### config.mk
export PLATFORM = sky130hd
export DESIGN_NAME = mem_wb_stage
export DESIGN_NICKNAME = d
export VERILOG_FILES = /design/src/rtl/mem_wb_stage.sv
export SDC_FILE = /design/constraint.sdc
export NUM_CORES = 1
export LEC_CHECK = 0
export BUFFER_PORTS_ARGS = -buffer_cell sky130_fd_sc_hd__buf_2
export CELL_PAD_IN_SITES_DETAIL_PLACEMENT = 1
export CELL_PAD_IN_SITES_GLOBAL_PLACEMENT = 1
export CORE_MARGIN = 2
export CORE_UTILIZATION = 35
export DETAILED_ROUTE_END_ITERATION = 8
export PLACE_DENSITY = 0.87
export SYNTH_ARGS = -nofsm -noshare
export SYNTH_HDL_FRONTEND = slang
export SYNTH_SLANG_ARGS = --single-unit
### constraint.sdc
create_clock -name clk_i -period 2.4 [get_ports clk_i]
set_input_delay 0.36 -clock clk_i [delete_from_list [all_inputs] [get_ports clk_i]]
set_output_delay 0.36 -clock clk_i [all_outputs]
set_load 0.01 [all_outputs]
### src/rtl/mem_wb_stage.sv
// MEM/WB pipeline stage: forwards ALU results or cache read data to the register file
// and stalls upstream while a load waits on the cache. Define MEM_WB_STALL_CNT_EN to build the stall counter.
module mem_wb_stage (
  input  logic        clk_i,
  input  logic        rst_i,
  input  logic        valid_i,
  input  logic        RegWrite_i,
  input  logic        MemRead_i,
  input  logic [4:0]  RDaddr_i,
  input  logic [31:0] ALUres_i,
  input  logic [31:0] mem_data_i,
  input  logic        mem_ready_i,
  output logic        stall_o,
  output logic        RegWrite_o,
  output logic [4:0]  RDaddr_o,
  output logic [31:0] RDdata_o,
  output logic [31:0] stall_cnt_o
);

  typedef enum logic [0:0] {
    ST_IDLE = 1'b0,
    ST_WAIT = 1'b1
  } state_t;

  state_t      state_q, state_d;
  logic        regwrite_q, regwrite_d;
  logic [4:0]  rdaddr_q, rdaddr_d;
  logic [31:0] rddata_q, rddata_d;
  logic        lat_regwrite_q, lat_regwrite_d;
  logic [4:0]  lat_rdaddr_q, lat_rdaddr_d;
  logic        load_miss_s;
  logic        stall_s;

  assign load_miss_s = valid_i & MemRead_i & ~mem_ready_i;

  // Stall is combinational so upstream freezes in the same cycle the miss is seen
  always_comb begin
    stall_s = 1'b0;
    case (state_q)
      ST_IDLE: stall_s = load_miss_s;
      ST_WAIT: stall_s = ~mem_ready_i;
      default: stall_s = 1'b0;
    endcase
  end

  // State register
  always_ff @(posedge clk_i or negedge rst_i) begin
    if (!rst_i) begin
      state_q <= ST_IDLE;
    end else begin
      state_q <= state_d;
    end
  end

  // Next-state logic
  always_comb begin
    state_d = state_q;
    case (state_q)
      ST_IDLE: begin
        if (load_miss_s) begin
          state_d = ST_WAIT;
        end else begin
          state_d = ST_IDLE;
        end
      end
      ST_WAIT: begin
        if (mem_ready_i) begin
          state_d = ST_IDLE;
        end else begin
          state_d = ST_WAIT;
        end
      end
      default: state_d = ST_IDLE;
    endcase
  end

  // Writeback datapath; a write to x0 still updates address/data but never strobes
  always_comb begin
    regwrite_d     = 1'b0;
    rdaddr_d       = rdaddr_q;
    rddata_d       = rddata_q;
    lat_regwrite_d = lat_regwrite_q;
    lat_rdaddr_d   = lat_rdaddr_q;
    case (state_q)
      ST_IDLE: begin
        if (valid_i) begin
          if (!MemRead_i) begin
            regwrite_d = RegWrite_i & (RDaddr_i != 5'd0);
            rdaddr_d   = RDaddr_i;
            rddata_d   = ALUres_i;
          end else if (mem_ready_i) begin
            regwrite_d = RegWrite_i & (RDaddr_i != 5'd0);
            rdaddr_d   = RDaddr_i;
            rddata_d   = mem_data_i;
          end else begin
            lat_regwrite_d = RegWrite_i;
            lat_rdaddr_d   = RDaddr_i;
          end
        end else begin
          regwrite_d = 1'b0;
        end
      end
      ST_WAIT: begin
        if (mem_ready_i) begin
          regwrite_d = lat_regwrite_q & (lat_rdaddr_q != 5'd0);
          rdaddr_d   = lat_rdaddr_q;
          rddata_d   = mem_data_i;
        end else begin
          regwrite_d = 1'b0;
        end
      end
      default: begin
        regwrite_d = 1'b0;
      end
    endcase
  end

  // Output and latched-field registers
  always_ff @(posedge clk_i or negedge rst_i) begin
    if (!rst_i) begin
      regwrite_q     <= 1'b0;
      rdaddr_q       <= 5'd0;
      rddata_q       <= 32'd0;
      lat_regwrite_q <= 1'b0;
      lat_rdaddr_q   <= 5'd0;
    end else begin
      regwrite_q     <= regwrite_d;
      rdaddr_q       <= rdaddr_d;
      rddata_q       <= rddata_d;
      lat_regwrite_q <= lat_regwrite_d;
      lat_rdaddr_q   <= lat_rdaddr_d;
    end
  end

`ifdef MEM_WB_STALL_CNT_EN
  logic [31:0] stall_cnt_q, stall_cnt_d;

  // Saturating stall-cycle counter
  always_comb begin
    stall_cnt_d = stall_cnt_q;
    if (stall_s && (stall_cnt_q != 32'hFFFF_FFFF)) begin
      stall_cnt_d = stall_cnt_q + 32'd1;
    end else begin
      stall_cnt_d = stall_cnt_q;
    end
  end

  // Stall counter register
  always_ff @(posedge clk_i or negedge rst_i) begin
    if (!rst_i) begin
      stall_cnt_q <= 32'd0;
    end else begin
      stall_cnt_q <= stall_cnt_d;
    end
  end

  assign stall_cnt_o = stall_cnt_q;
`else
  assign stall_cnt_o = 32'd0;
`endif

  assign stall_o    = stall_s;
  assign RegWrite_o = regwrite_q;
  assign RDaddr_o   = rdaddr_q;
  assign RDdata_o   = rddata_q;

endmodule
==> results of run 1 <==
[power breakdown]
group	total (mW)	switching, mW	internal (mW)
Combinational	0.574	0.263	0.311
Sequential	0.975	0.0749	0.900
Clock	0.457	0.256	0.201
Total	2.01	0.593	1.41
[state kept, by name, indices dropped and copies added (netlist names)]
register / cells
RDdata_o: 32
lat_rdaddr_q: 5
lat_regwrite_q: 1
state_q: 1
RegWrite_o: 1
RDaddr_o: 5
[cell type report]
class	count	share of cell area [%]
sequential	45	36.8
multi-input combinational	125	36.6
timing repair buffer	117	19.9
tap	96	3.92
clock buffer	5	2.25
clock inverter	3	0.572
[cell families after synthesis]
logic type             Yosys count
buffers and inverters           39
and+or+nand+nor                  9
DFF                             45
AOI/OAI and AO/OA                6
other                            1
muxes                           78
[routing by layer]
layer / part of all wire (%) / GRT usage, % / up-vias
met5: 0 / 0 / -
met4: 0.84 / 3.36 / 0
met3: 8.4 / 4.34 / 5
met2: 53 / 26.1 / 93
met1: 38 / 15.4 / 840
li1: - / - / 800
[through the flow]
| step | std cells | util [%] | hold WS, ps |
|---|---|---|---|
| after floorplan | 209 | - | 64.4 |
| after global placement | 383 | 43.8 | 327 |
| after detailed placement | 383 | 43.8 | 338 |
| after CTS | 391 | 45.1 | 4.55 |
| after global routing | 391 | 45.1 | 19.5 |
| final | 391 | 45.1 | -2.32 |
[path summary, 6_finish.rpt]
kind	endpoint	slack [ps]	depth (start not counted)
setup / recovery	stall_o	360	4
hold / removal	RDaddr_o[1]	-2	1
max in group asynchronous	RDaddr_o[4]	1680	2
min in group clk_i	lat_rdaddr_q[0]	320	2
setup reg to reg	RDdata_o[19]	500	5
hold reg to reg	RDdata_o[10]	490	1
[synth_stat cells]
library cell	instances	area, µm²
buf_4	32	240
dfrtp_1	45	1130
nand4b_1	1	8.76
nor2_1	2	7.51
o22ai_4	1	20.0
buf_6	6	67.6
o211a_1	1	10.0
nor2_4	1	11.3
a21oi_1	1	5.00
mux2_2	78	878
nand2b_1	1	6.26
o21ai_0	1	5.00
nor3_1	1	5.00
nor3b_2	1	12.5
conb_1	1	3.75
o2bb2ai_1	1	8.76
buf_2	1	5.00
or4_1	2	15.0
o2111ai_1	1	8.76
==> impl.org, run 1 <==
** Outcome
- The run finished, with violations left.
- The final reports fail on negative hold slack.

** Timing
- On the final layout, the worst hold slack is -2.32 ps.
- Final setup slack of the worst path :: 361 ps
- Worst slew pin tran :: 532 ps
- Worst-case clock skew :: 7.41 ps
- The smallest clock period supported by the final layout is computed as 2040 ps.
- Setup repair after global routing missed its margin :: false
- Based on the critical path, the design can be clocked at up to 0.490 GHz.
- The final-report hold violation count came to 4.
- Post-route setup TNS :: 0 ps
- Rel. slew slack :: 64.6%
- Setup violations remaining at the end of the flow were counted as 0.
- The final max-slew violation count came to 0.
- Fraction of the cycle the final worst path needs :: 85.0%

** Layout
- Most frequent standard cell in the layout excluding fill and tap cells :: buf_2
- Antenna fix cells :: 0
- Area growth from synthesis to layout :: 25.3%
- Sequential cell area :: 1130 µm²
- Summing all multi-input logic gate instances after layout gives about 1100 µm².
- After the last flow step, the layout net total stands at 369.
- Area of all placed cells without fillers :: 3060 µm²
- The library cells used most frequently in the layout, excluding fill and tap cells, are 113 x buf_2, 78 x mux2_2, 45 x dfrtp_1, 32 x conb_1, 5 x clkbuf_8.
- Fill count :: 765
- Share of post-route cells with drive strength above 1 :: between 60% and 70%

** Worst setup path
- The slowest stage of the critical path is the dfrtp_1 cell.
- STA classifies the critical path endpoint as an output port.
- Critical path data arrival time :: 1680 ps
- The largest single stage delay on the critical path is 690 ps.
- Beginning of the worst register-to-register path :: state_q
- Number of buffer and inverter stages on the critical path :: 2
- Data required time of the worst path :: 2040 ps
- The kind of cell with the highest combined delay along the critical path is flip-flops.
- Along the worst path, the maximum fanout reaches 16.
- STA classifies the critical path startpoint as a register.
- Crit path kind :: register to output port
- Series of cell instances along the critical path :: nor2_4 -> buf_4 -> nor3_1 -> buf_2
- The critical path starts at state_q.

** Pwr
- In this run the static leakage power is 1.50 nW.
- Final total power :: 2.01 mW
- Worst ir drop on vdd :: around 0.25 mV
- Pwr per Cell Area :: 655 nW/µm²

** Worst hold path
- In this run the worst hold path is classified as input port to asynchronous set/reset pin.

** Clocking
- TritonCTS created 5 clock buffers.
- Gates resized during post-CTS repair numbered 0.
- The number of setup buffers added after CTS is 0.
- Clock-pin transition on the worst setup and hold timing paths :: 90 ps
- Buffers inserted to repair hold after CTS numbered 0.
- Clock Path Buffers :: 2
- Buffer cell driving the clock tree root :: clkbuf_8
- The clock reaches the later pin of the worst-skew pair after 290 ps.
- TritonCTS Sinks :: 45
- The H-tree generated during clock tree synthesis spans 2 levels.
- Clock tree from TritonCTS :: done

** Drt
- For this block, the initial DRC count from the detailed router was 18.
- Dividing the detail-routed wire length by the instance count gives roughly 14 µm.
- Detail-routed via count per cell :: 4.45
- Remaining routing DRC violations :: 0
- Total vias in the final route :: ~1700
- Initial DRT Pass Iterations :: 3
- Final wirelength :: 5370 µm
- Final ANT Viol Nets :: 0

** Yosys
- In this run the mean area of a mapped cell was 13.7 µm².
- Area of the mapped netlist :: around 2400 µm²
- For this run, the number of Yosys warnings is 0.
- Sequential cells were found to cover between 40% and 50% of the synthesized design area.
- By area, the combinational part of the netlist is dominated by multiplexers.
- Seq cells post-synth :: 45
- Number of library cell types mapped by synthesis :: 19
- Of the total synthesized cell area, the portion taken by XOR and XNOR cells is 0%.
- Synthesis handed over a netlist of about 180 instances.
- Fraction of synthesized area in multiplexers :: 35.9%
- Simple-Gate Fraction of Synth Area :: 2.71%
- Compound-cell area share of the yosys netlist :: around 2.4%
- Adder and majority gate portion of the synthesized area :: 0%

** Placement
- Summing all placed instances gives a cell area of approximately 3000 µm².
- Before CTS, the worst setup slack after placement is 503 ps.
- Routability-driven placement finished with a final weighted congestion of 0.724.
- After legalization and detailed placement, the total HPWL measured 4250 µm.
- Buffers placed on the I/O ports in this run total 113.

** Global route
- Overflow left after global routing :: 0
- Entering global routing, the biggest net connects 38 pins.
- The via count of the first global-routing pass is 1751.
- In the global route stage, overall resource usage came out at 14.0%.
- The number of antenna violations at the first check in global routing was 0.
- Wire length of the first global-routing pass :: 8310 µm

** Die
- Measured along the y axis, the die boundary spans between 80 and 90 µm.
- The core region is 6790 µm².
- # rows :: 30
- The die covers 7670 µm².
- Die boundary width :: 87.6 µm
- I/O pin count :: about 150
- The initial utilization of the core area, before any placement, comes to 36.0%.

** Job
- Max-cap violations in this run came to 0.
Power figures use the tool's default switching activity.
==> run 2, diff against run 1 <==
- ABC_AREA: unset -> 1
- CORE_UTILIZATION: 35 -> 29
- PLACE_DENSITY: 0.87 -> 0.82
- clock period: 2.4 -> 1.99 ns (I/O delays scaled with it)
==> impl.org, run 2 <==
** Layout
- The ratio of cells with drive above 1 in the final layout was 28.4% (-41 points).
- From synthesis to final layout, the design area changed by 28.2%.
- In the layout the commonest cells are 132 x nand2_1, 113 x buf_2, 100 x nor2_1, 45 x dfrtp_1, 32 x conb_1.
- Max FFs per register :: 32 (unchanged)
- The final cell utilization of the core is 38.5% (-6.6 points).
- The library cell used most frequently in the layout, excluding fill and tap cells, is nand2_1.
- The total number of nets in the final design came to 546 (+48%).
- The diode insertion count for antenna repair was 0 (unchanged).
- Fill count :: 1109 (+45%)

** Die
- The core box area was 8260 µm² (+22%).
- The count of standard-cell rows came to 33 (+10%).
- The effective utilization at floorplan came to 30.0% (-6.0 points).
- The floorplan die area was 9310 µm² (+21%).
- I/O pin count :: 146 (unchanged)
- Height of the chip :: 96.5 µm (+10%)
- The die boundary width is 96.5 µm (+10%).

** Yosys
- By count the netlist is led by 132 x nand2_1, 101 x nor2_1, 45 x dfrtp_1, 35 x buf_4, 12 x inv_1.
- Fraction of synthesized area in multiplexers :: 0% (-36 points)
- Area of the mapped netlist :: 2480 µm² (+1.4%)
- Adder and majority gate portion of the synthesized area :: 0% (unchanged)
- Dominant combinational cell family by area after synthesis :: simple AND/OR/NAND/NOR gates
- The gate count of the mapped netlist was 357 (+100%).
- Number of library cell types mapped by synthesis :: 17 (-2)
- Top-count cell post-synth :: nand2_1
- The number of enable-type register cells in the synthesized netlist came to 0 (unchanged).
- The fraction of registers with async set/reset was 100% (unchanged).
- The synthesized design spends more area on one cell type than any other, namely dfrtp_1.
- Top area cells in the synthesized netlist :: dfrtp_1 45%, nand2_1 20%, nor2_1 15%
- Yosys Warn Count :: 0 (unchanged)
- Parity-gate share of the synthesized area counting xor and xnor cells :: 0% (unchanged)
- The share of the yosys chip area belonging to registers is 45.4% (-0.65 points).
- Main flop type after synthesis :: dfrtp_1
- The flop and latch count out of synthesis was 45 (unchanged).
- Post-synth top area share :: 45.4% (-0.65 points)
- The synthesized area per cell came to 6.95 µm² (-49%).
- Simple-Gate Fraction of Synth Area :: 36.9% (+34 points)
- Compound-cell area share of the yosys netlist :: 2.88% (+0.52 points)

** Timing
- Worst-case clock skew :: 6.94 ps (-0.469 ps)
- Number of failing hold endpoints at the final stage :: 0 (-4)
- The total setup violations reported at the end of the flow came to 0 (unchanged).
- Setup repair after global routing missed its margin :: false
- Derived from the worst setup path, the maximum achievable clock frequency is about 0.58 GHz.
- Worst Hold Slack :: 259 ps (+261 ps)
- Post-route setup TNS :: 0 ps (unchanged)
- The worst setup slack after layout is 252 ps (-108 ps).
- The final max-slew violation count was 0 (unchanged).
- Fraction of the cycle the final worst path needs :: 87.3%
- The worst path in the final design needs a cycle of 1740 ps, including I/O delays and setup.

** Drt
- DR iter-0 viols :: 55 (+37)
- Total vias in the final route :: 2463 (+42%)
- The detail-routed net length per standard cell is 12.1 µm (-12%).
- The detailed-routing iteration count for the pre-antenna-repair pass was 4 (+1).
- Detail-routed via count per cell :: 4.27 (-4.0%)
- Remaining routing DRC violations :: 0 (unchanged)
- The detailed-route wire length is 6960 µm (+30%).
- Final ANT Viol Nets :: 0 (unchanged)

** Global route
- The first-pass GRT wire length came to 11200 µm (+35%).
- Antenna violations before repair :: 0 (unchanged)
- Total GRT Usage :: 15.4% (+1.5 points)
- The remaining global-route overflow is 0 (unchanged).
- The via count of the first global-routing pass was 2457 (+40%).
- Maximum number of pins on one net before global-route repair :: 23 (-39%)

** Worst setup path
- The depth of the worst register-to-register path is 6 (+1).
- STA classifies the critical path startpoint as a register.
- Among all stages on the critical path, the largest delay is contributed by dfrtp_1.
- Series of cell instances along the critical path :: o21ai_1 -> nor2_1 -> buf_2
- The worst register-to-register path ends at RDdata_o[28].
- End of the critical path :: stall_o
- STA classifies the critical path endpoint as an output port.
- The most critical setup path has its startpoint at state_q.
- Critical path data arrival time :: 1440 ps (-240 ps)
- Register-to-register setup slack :: 350 ps (-150 ps)
- The startpoint identified for the worst register-to-register timing path is state_q.
- The required time at the worst-slack endpoint is 1690 ps (-350 ps).
- By startpoint and endpoint, the worst setup path is classified as register to output port.
- The worst-path maximum fanout was 15 (-1).
- The highest cell delay on the worst timing path came to 620 ps (-70 ps).

** Placement
- Final HPWL from detailed placement :: 5600 µm (+32%)
- The pre-CTS worst setup slack came to 320 ps (-183 ps).
- Routability-driven placement congestion ratio :: 0.798 (+10%)
- Count of buffers inserted at the top-level ports :: 113 (unchanged)

** Outcome
- The run finished with clean final reports.

** Clocking
- Number of buffers added by the clock tree synthesis step :: 5 (unchanged)
- The post-CTS clock slew at the launch and capture registers of the worst setup and hold paths is 80 ps (about the same).
- Clock Path Buffers :: 2 (unchanged)
- The clock network latency to the later pin of the worst-skew pair came to 290 ps (about the same).
- The number of sinks on the clock net came to 45 (unchanged).
- CTS H-tree lvls :: 2 (unchanged)
- The cell sitting at the root of the clock tree is a clkbuf_8.
- TritonCTS built the clock tree.

** Job
- Maximum capacitance violations :: 0 (unchanged)

** Pwr
- Leakage :: 1.87 nW (+25%)
- The power density over the cells is 801 nW/µm² (+22%).
- The peak supply drop is 0.277 mV (+9.7%).

** Worst hold path
- Path type of the worst min-delay path :: input port to register
## run 2: timing repair
item                                   4_1_cts  5_1_grt
endpoints found under the hold margin       15        0
buffers inserted                             0        0
hold buffers                                 1        0
resized for setup                            0        0
## run 2: worst min path at each step
stage                           from              to  cells after the start
after floorplan                rst_i     RDaddr_o[0]                      0
after global placement         rst_i     RDaddr_o[2]                      1
after detailed placement       rst_i     RDaddr_o[2]                      1
after CTS                 RegWrite_i  lat_regwrite_q                      3
after global routing      RegWrite_i  lat_regwrite_q                      3
final                     RegWrite_i  lat_regwrite_q                      3
## run 2: critical path, delay by kind of cell (launching register included)
kind / cells / cell delay (ps)
flops: 1 / 620
compound gates: 1 / 200
simple gates: 1 / 170
buf+inv: 1 / 160
## run 2: area by class of cell
| class | instances | area [µm²] | share of cell area (%) |
|---|---|---|---|
| Clock buffer | 7 | 86.3 | 2.72 |
| Sequential cell | 45 | 1130 | 35.4 |
| Timing Repair Buffer | 122 | 648 | 20.4 |
| Clock inverter | 1 | 30.0 | 0.945 |
| Multi-Input combinational cell | 284 | 1110 | 34.9 |
| Tap cell | 105 | 131 | 4.13 |
| Inverter | 13 | 48.8 | 1.53 |
## run 2: power breakdown
part           switching [mW]  leakage [nW]  internal [mW]  total, mW
Sequential             0.0931         0.549           1.07       1.16
Clock                   0.298        0.0585          0.410      0.707
Combinational           0.409          1.26          0.271      0.680
Total                   0.800          1.87           1.75       2.55
## run 2: kinds of logic (layout without fill, tap and decap cells)
kind of cell / count (synthesis) / count (layout)
flops: 45 / 45
compound gates: 12 / 12
simple gates: 240 / 240
other cells: 1 / 32
buf+inv: 59 / 143
## run 2: layer usage
layer  GRT usage (%)  vias to the layer above  share of wire [%]
li1                -                     1230                  -
met1            18.4                     1149                 43
met2            28.2                       77                 50
met3            3.49                        7                6.3
met4            3.52                        0               0.62
met5               0                        -                  0
## run 2: through the flow
stage | instances | total power, mW | cell area, µm²
floorplan | 388 | 1.58 | 2600
global placement | 568 | 1.85 | 3050
detailed placement | 568 | 1.87 | 3050
CTS | 577 | 2.59 | 3180
global route | 577 | 2.74 | 3180
finish | 577 | 2.55 | 3180
==> run 3, diff against run 2 <==
- ABC_AREA: 1 -> unset
- CELL_PAD_IN_SITES_DETAIL_PLACEMENT: 1 -> unset
- CELL_PAD_IN_SITES_GLOBAL_PLACEMENT: 1 -> unset
- CORE_UTILIZATION: 29 -> 44
- PLACE_DENSITY: 0.82 -> 0.83
==> impl.org, run 3 (synthesis gave the netlist of run 1 again) <==
** Outcome
- The flow ran to the end, and the final reports show no timing, DRC or antenna violations.

** Pwr
- The peak supply drop is 0.473 mV (+71%).
- The total power after layout is 2.41 mW (-5.3%).
- The power density over the cells is 788 nW/µm² (-1.6%).
- Leakage :: 1.50 nW (-20%)

** Timing
- Final number of setup-violating endpoints :: 0 (unchanged)
- In this run the tightest slew margin relative to its limit is 61.1%.
- Worst-case clock skew :: 11.1 ps (+4.13 ps)
- Setup repair after global routing left no endpoint under its margin.
- The total negative slack came to 0 ps (unchanged).
- The minimum period implied by the final worst setup slack came to 1700 ps (-37.3 ps).
- Worst slew pin tran :: roughly 600 ps
- Number of failing hold endpoints at the final stage :: 0 (unchanged)
- The highest clock rate was 0.588 GHz (+2.2%).
- The fraction of the cycle the final worst path needs was 85.4% (-1.9 points).
- The final max-slew violation count is 0 (unchanged).

** Job
- Maximum capacitance violations :: 0 (unchanged)

** Drt
- Detail-routed via count per cell :: 4.66 (+9.2%)
- The detailed-routing iteration count for the pre-antenna-repair pass was 4 (unchanged).
- Final ANT Viol Nets :: 0 (unchanged)
- The detailed router's first-iteration violation count was 9 (-84%).
- DR WL/cell :: 12.4 µm (+3.1%)
- Final wirelength :: 4600 µm (-34%)
- Remaining routing DRC violations :: 0 (unchanged)
- The via total after detailed routing is 1725 (-30%).

** Placement
- Final HPWL from detailed placement :: 3680 µm (-34%)
- The routability-driven placement congestion ratio was 0.791 (-0.90%).
- The count of buffers from port buffering was 113 (unchanged).

** Layout
- Most used cells in the layout excluding fill and tap cells :: 113 x buf_2, 78 x mux2_2, 45 x dfrtp_1, 32 x conb_1
- The ratio of cells with drive above 1 in the final layout is 69.5% (+41 points).
- The diode insertion count for antenna repair is 0 (unchanged).
- Compared with the post-synthesis result, the final layout area differs by 25.1%.
- Most frequent standard cell in the layout excluding fill and tap cells :: buf_2
- The number of flip-flops in the largest register came to 32 (unchanged).
- The total number of nets in the final design was 372 (-32%).

** Global route
- The total global routing track utilization was 14.9% (-0.51 points).
- Overflow left after global routing :: 0 (unchanged)
- Vias in the first global route :: 1683 (-32%)
- The maximum number of pins on one net before global-route repair came to 25 (+8.7%).
- The number of antenna violations at the first check in global routing is 0 (unchanged).
- Wire length of the first global-routing pass :: 7340 µm (-35%)

** Worst setup path
- Crit-path max FO :: 20 (+5)
- The critical path arrival came to 1400 ps (-40 ps).
- The worst setup path is launched from a register.
- The required time at the worst-slack endpoint is 1690 ps (about the same).
- Crit path kind :: register to output port
- The worst setup path is captured at an output port.
- Register-to-register setup slack :: 370 ps (+20 ps)

** Clocking
- The maximum clock insertion buffer count is 2 (unchanged).
- Clock-pin transition on the worst setup and hold timing paths :: 90 ps (about the same)
- Clock tree from TritonCTS :: done
- Post-CTS Setup Inserts :: 0 (unchanged)
- The maximum level of the CTS H-tree was 2 (unchanged).
- The clock network latency to the later pin of the worst-skew pair is 290 ps (about the same).
- Buffer cell driving the clock tree root :: clkbuf_8
- TritonCTS Sinks :: 45 (unchanged)
- The number of CTS-inserted buffers is 5 (unchanged).

** Die
- The core box area is 5440 µm² (-34%).
- Die area :: 6170 µm² (-34%)
- The count of standard-cell rows came to 27 (-18%).
- Die boundary width :: 78.5 µm (-19%)
- I/O pin count :: 146 (unchanged)
- The vertical die dimension was 78.5 µm (-19%).
- Initial Utilization :: 45.0% (+15 points)

** Worst hold path
- The tightest min-delay check is of the input port to register type.
run 3: cell count changes in the layout (fill, tap and decap cells not counted), sizes merged, moves of 2 or more:
| cell | change |
|---|---|
| nor2 | -99 |
| buf | -2 |
| inv | -13 |
| mux2 | +78 |
| or4 | +2 |
| nand2 | -134 |
| clkinvlp | +2 |
| o21ai | -10 |
| nand3 | -2 |
run 3: cell type report:
type	instances	area [µm²]
Timing Repair Buffer	120	633
Sequential cell	45	1130
Fill cell	467	2380
Clock buffer	6	72.6
Clock inverter	2	15.0
Multi-Input combinational cell	125	1120
Tap cell	72	90.1
run 3: final timing paths:
path	startpoint	depth (start not counted)	to
max in group asynchronous	rst_i	3	RDdata_o[21]
min	RDaddr_i[1]	2	lat_rdaddr_q[1]
max reg2reg	state_q	4	RDdata_o[9]
min reg2reg	RDdata_o[25]	1	RDdata_o[25]
min in group asynchronous	rst_i	2	RDaddr_o[0]
max	state_q	4	stall_o
run 3: critical path, cell delays in order (launching register included):
cell	delay [ps]
dfrtp_1	420
nor2_4	160
buf_4	280
nor3_1	90
buf_2	150
run 3: where the power goes:
group,switching (mW),internal (mW)
clock,0.305,0.248
sequential,0.0842,1.09
combinational,0.311,0.377
total,0.700,1.71
run 3: repair_timing:
item                       in CTS  in global routing
setup endpoints to repair       0                  0
gates resized for setup         0                  0
hold endpoints to repair        4                  0
hold buffers                    1                  0
run 3: stage by stage:
step	area (µm²)	setup WS [ps]	instances	hold WS, ps	utilization (%)
2_1_floorplan	2560	466	209	2.91	-
3_3_place_gp	2960	398	361	322	54.5
3_5_place_dp	2960	375	361	324	54.5
4_1_cts	3060	259	370	246	56.2
5_1_grt	3060	199	370	254	56.2
6_report	3060	290	370	258	56.2
run 3: routing by layer:
metal | global-route usage (%) | part of all wire, % | routed length, µm | vias to the layer above
li1 | - | - | - | 802
met1 | 17.2 | 38 | 1750 | 825
met2 | 26.6 | 52 | 2380 | 91
met3 | 4.37 | 9.0 | 414 | 7
met4 | 4.74 | 1.2 | 53 | 0
met5 | 0 | 0 | 0 | -
